--- config.mk ---
export PLATFORM = sky130hd
export DESIGN_NAME = pal_sync_generator
export DESIGN_NICKNAME = d
export VERILOG_FILES = /design/src/rtl/pal_sync_generator.sv
export SDC_FILE = /design/constraint.sdc
export NUM_CORES = 1
export LEC_CHECK = 0
export CAP_MARGIN = 20
export CORE_MARGIN = 4
export CORE_UTILIZATION = 30
export DETAILED_ROUTE_END_ITERATION = 7
export PLACE_DENSITY = 0.6
export SETUP_SLACK_MARGIN = 0.15
export SLEW_MARGIN = 10
export SYNTH_ARGS = -nofsm -noshare
export SYNTH_HDL_FRONTEND = slang
export SYNTH_SLANG_ARGS = --single-unit
--- constraint.sdc ---
create_clock -name clk -period 7.9 [get_ports clk]
set_input_delay 0.79 -clock clk [delete_from_list [all_inputs] [get_ports clk]]
set_output_delay 0.79 -clock clk [all_outputs]
set_load 0.005 [all_outputs]
--- src/rtl/pal_sync_generator.sv ---
// Free-running PAL 576i composite sync generator: line/sample counters plus
// registered decode of csync, hsync, vsync and field (one clock behind the counters).
module pal_sync_generator #(
  parameter int LINE_CLKS  = 5184,
  parameter int HSYNC_CLKS = 381,
  parameter int EQ_CLKS    = 190,
  parameter int BROAD_CLKS = 2211
) (
  input  logic        clk,
  input  logic        reset,
  input  logic        resync,
  output logic        csync,
  output logic        hsync,
  output logic        vsync,
  output logic        field,
  output logic [9:0]  line_num,
  output logic [12:0] h_count
);

  localparam logic [12:0] H_LAST  = 13'(LINE_CLKS - 1);
  localparam logic [12:0] H_HALF  = 13'(LINE_CLKS / 2);
  localparam logic [12:0] H_SYNC  = 13'(HSYNC_CLKS);
  localparam logic [12:0] H_EQ    = 13'(EQ_CLKS);
  localparam logic [12:0] H_BROAD = 13'(BROAD_CLKS);

  typedef enum logic [1:0] {SLOT_NONE, SLOT_LINE, SLOT_EQ, SLOT_BROAD} slot_t;

  slot_t       slot_a, slot_b, slot_cur;
  logic        second_half;
  logic [12:0] offset;
  logic        csync_next, vsync_next;

  always_ff @(posedge clk) begin
    if (reset || resync) begin
      line_num <= 10'd1;
      h_count  <= 13'd0;
    end else if (h_count == H_LAST) begin
      h_count  <= 13'd0;
      line_num <= (line_num == 10'd625) ? 10'd1 : line_num + 10'd1;
    end else begin
      h_count <= h_count + 13'd1;
    end
  end

  // Half-line slot types; lines not matched below are E/E.
  always_comb begin
    slot_a = SLOT_EQ;
    slot_b = SLOT_EQ;
    if (line_num <= 10'd2) begin
      slot_a = SLOT_BROAD;
      slot_b = SLOT_BROAD;
    end else if (line_num == 10'd3) begin
      slot_a = SLOT_BROAD;
    end else if (line_num <= 10'd5) begin
      slot_a = SLOT_EQ;
    end else if (line_num <= 10'd310) begin
      slot_a = SLOT_LINE;
      slot_b = SLOT_NONE;
    end else if (line_num <= 10'd312) begin
      slot_a = SLOT_EQ;
    end else if (line_num == 10'd313) begin
      slot_b = SLOT_BROAD;
    end else if (line_num <= 10'd315) begin
      slot_a = SLOT_BROAD;
      slot_b = SLOT_BROAD;
    end else if (line_num <= 10'd317) begin
      slot_a = SLOT_EQ;
    end else if (line_num == 10'd318) begin
      slot_b = SLOT_NONE;
    end else if (line_num <= 10'd622) begin
      slot_a = SLOT_LINE;
      slot_b = SLOT_NONE;
    end else if (line_num == 10'd623) begin
      slot_a = SLOT_LINE;
    end

    second_half = (h_count >= H_HALF);
    offset      = second_half ? (h_count - H_HALF) : h_count;
    slot_cur    = second_half ? slot_b : slot_a;

    case (slot_cur)
      SLOT_LINE:  csync_next = (offset >= H_SYNC);
      SLOT_EQ:    csync_next = (offset >= H_EQ);
      SLOT_BROAD: csync_next = (offset >= H_BROAD);
      default:    csync_next = 1'b1;
    endcase

    vsync_next = (line_num <= 10'd2) ||
                 (line_num == 10'd3 && !second_half) ||
                 (line_num == 10'd313 && second_half) ||
                 (line_num == 10'd314) || (line_num == 10'd315);
  end

  always_ff @(posedge clk) begin
    if (reset) begin
      csync <= 1'b1;
      hsync <= 1'b0;
      vsync <= 1'b0;
      field <= 1'b0;
    end else begin
      csync <= csync_next;
      hsync <= (h_count == 13'd0);
      vsync <= vsync_next;
      field <= (line_num >= 10'd313);
    end
  end

endmodule

==> impl_results.md <==
* Post-CTS resize count at 0
* Weighted congestion reported at the end of routability-driven placement at 0.7830
* Share of the core filled with cells at 36.65%
* Worst vdd ir at 62.72 uV
* Endpoints failing hold at 0
* Required time of the worst setup path at 8.06 ns
* Clk sinks at 27
* Wire length of the first global-routing pass at 8638 um
* Top cell type by total area after synthesis: sky130_fd_sc_hd__dfxtp_1
* Main combinational cell family by area after synthesis: simple AND/OR/NAND/NOR gates
* Port buffer count at 29
* Fraction of layout cells with a size suffix above 1 at 4.779%
* Height of the die at 89.64 um
* Antenna cells at 0
* Maximum number of pins on one net before global-route repair at 19
* Arrival time at the worst endpoint at 3.21 ns
* Slew Viols, Final at 0
* Chip width at 89.64 um
* Maximum operating frequency at 0.3279 GHz
* Number of antenna violations at the first check in global routing at 0
* Post-synth top flop: sky130_fd_sc_hd__dfxtp_1
* Maximum Capacitance Violations at 0
* Share of synthesized cell area in full adder, half adder and majority cells at 6.884%
* Basic-gate share of the synthesized area counting and, or, nand and nor cells at 32.54%
* Sum of routed wire length over all layers at 5130 um
* Clock tree from TritonCTS: built
* Total of endpoints with negative setup slack in the final report at 0
* Post-route setup TNS at 0 ns
* Clock root cell: sky130_fd_sc_hd__clkbuf_8
* Critical path fanouts, max at 14
* Final antenna-violating net count at 0
* Share of the clock period used by the worst path after layout at 38.61%
* Most common cell in the netlist: sky130_fd_sc_hd__nor2_1
* Clock Skew at 0.008041 ns
* Drt initial violations at 78
* Number of enable flip-flop cells after synthesis at 0
* Starting utilization of the core area at 31.13%
* P_leak at 0.8159 nW
* HPWL reported at the end of detailed placement at 3766 um
* Pre-antenna DRT Iters at 4
* Type of the worst setup path: register to register
* Number of global-route vias before repair at 1743
* Synth Instances at 256
* Share of synthesized registers carrying an async set or reset at 0%
* Transition time at the pin with the least slew margin at 0.6946 ns
* Post-CTS repair timing setup buffer count at 0
* Yosys warning count at 0
* Type of origin of the critical path: register
* Top cells by area in the synthesized netlist: sky130_fd_sc_hd__dfxtp_1 (27%), sky130_fd_sc_hd__nor2_1 (7.1%), sky130_fd_sc_hd__ha_1 (6.9%)
* Area of the mapped netlist at 1999 um^2
* Number of H-tree levels at 1
* DR vias/cell at 5.355
* Count of hold buffers inserted by post-cts repair at 0
* Number of top-level pins at 30
* Clock transition at path regs at 0.10 ns
* Standard-cell rows at 29
* Compound-gate portion of the synthesized area at 16.58%
* Yosys cell types at 56
* FF+latch count, synth at 27
* Source-to-sink clock delay at the later pin of the worst-skew pair at 0.28 ns
* Status: completed
* Synthesized-area fraction occupied by xor and xnor cells at 9.199%
* Worst reg2reg setup slack at 4.85 ns
* Min-delay worst type: register to register
* Wirelength per Cell at 14.70 um
* Synthesized netlist net count at 270
* Via Count at 1869
* Finished Layout Cells at 349
* Fraction of post-synthesis cell area in the top cell type by area at 27.03%
* Pwr dens at 98.98 nW/um^2
* Area of the core at 6422 um^2
* Clock period minus worst slack at 3.050 ns
* CP endpoint kind: register
* Number of nets at the end of the flow at 287
* Most frequent cells after synthesis: sky130_fd_sc_hd__nor2_1 (38), sky130_fd_sc_hd__dfxtp_1 (27), sky130_fd_sc_hd__nand2_1 (15), sky130_fd_sc_hd__nand3_1 (13)
* Clock tree buffer depth at 2
* Multiplexer share of the synthesized area at 2.003%
* Total congestion overflow after global routing at 0
* DR DRC count at 0
* Per-instance average area after synthesis at 7.810 um^2
* Sequential area share after synthesis at 27.03%
* Synthesis-to-finish area growth at 17.71%
* GRT Total Usage at 13.34%
* Total Die Area at 8034 um^2
* RSZ-0062 raised after global routing: no
* Dpl cells at 345
* Max_slew headroom at 53.48%
* Inserted Clock Buffers at 3
==> per-stage QoR <==
step | hold WS (ns) | power [mW] | area (um^2) | setup WS [ns]
after floorplan | 0.5036 | 0.1481 | 1999 | 5.260
after global placement | 0.5355 | 0.1545 | 2308 | 4.906
after detailed placement | 0.5449 | 0.1546 | 2308 | 4.903
after CTS | 0.5718 | 0.2349 | 2354 | 4.857
after global routing | 0.6250 | 0.2436 | 2354 | 4.568
final | 0.5659 | 0.2329 | 2354 | 4.850
==> state kept, by name, summed over array words and instances, names as in the netlist <==
signal    flops
csync         1
field         1
h_count      13
hsync         1
line_num     10
vsync         1
==> per-layer routing <==
metal	track usage (%)	share of wire, %
met1	20.11	52
met2	19.61	43
met3	1.551	3.9
met4	4.195	1.4
met5	0	0
==> placed cells by master, fill, tap and decap left out, types with 3 or more instances in the layout <==
master                             n
sky130_fd_sc_hd__inv_1            10
sky130_fd_sc_hd__nand4_1           5
sky130_fd_sc_hd__dfxtp_1          27
sky130_fd_sc_hd__a31oi_1           6
sky130_fd_sc_hd__nand2_1          15
sky130_fd_sc_hd__a21oi_1           8
sky130_fd_sc_hd__nor4_1            3
sky130_fd_sc_hd__clkbuf_8          3
sky130_fd_sc_hd__o21ai_0           9
sky130_fd_sc_hd__mux2i_1           4
sky130_fd_sc_hd__or4_1             4
sky130_fd_sc_hd__ha_1             11
sky130_fd_sc_hd__nor3_1           10
sky130_fd_sc_hd__nand3_1          13
sky130_fd_sc_hd__nor2_1           38
sky130_fd_sc_hd__clkdlybuf4s50_1  29
sky130_fd_sc_hd__and3_1            4
sky130_fd_sc_hd__nor3b_1           4
sky130_fd_sc_hd__xnor2_1          10
sky130_fd_sc_hd__xor2_1           11
==> final cells by class <==
type | count | area [um^2]
inverter | 10 | 37.54
fill | 668 | 4069
tap | 77 | 96.34
clock buffer | 4 | 45.04
timing repair buffer | 29 | 290.3
multi-input combinational | 202 | 1344
sequential | 27 | 540.5
==> power breakdown <==
| group | switching [mW] | total [mW] | internal, mW |
|---|---|---|---|
| combinational | 0.00638 | 0.0125 | 0.00613 |
| clock | 0.0453 | 0.0815 | 0.0362 |
| sequential | 0.00142 | 0.139 | 0.137 |
==> path summary, 6_finish.rpt <==
path,startpoint,to,cells after the start
min,h_count[0],h_count[0],1
min reg2reg,h_count[0],h_count[0],1
max reg2reg,h_count[5],csync,9
max,h_count[5],csync,9
==> logic make-up after synthesis <==
family,after synthesis
buffers and inverters,27
xor gates and xnor gates,21
adders and majority gates,11
AOI/OAI and AO/OA,46
muxes,4
and+or+nand+nor,120
DFF,27
==> critical path: stages (launching register included) <==
cell	delay (ns)
sky130_fd_sc_hd__dfxtp_1	0.67
sky130_fd_sc_hd__inv_1	0.12
sky130_fd_sc_hd__ha_1	0.28
sky130_fd_sc_hd__or4b_1	0.18
sky130_fd_sc_hd__o211ai_1	0.24
sky130_fd_sc_hd__a32o_1	0.36
sky130_fd_sc_hd__a2111oi_0	0.61
sky130_fd_sc_hd__nor4_2	0.14
sky130_fd_sc_hd__nor3b_1	0.23
sky130_fd_sc_hd__mux2i_1	0.10
No activity file was read; power rests on OpenSTA's default activity.
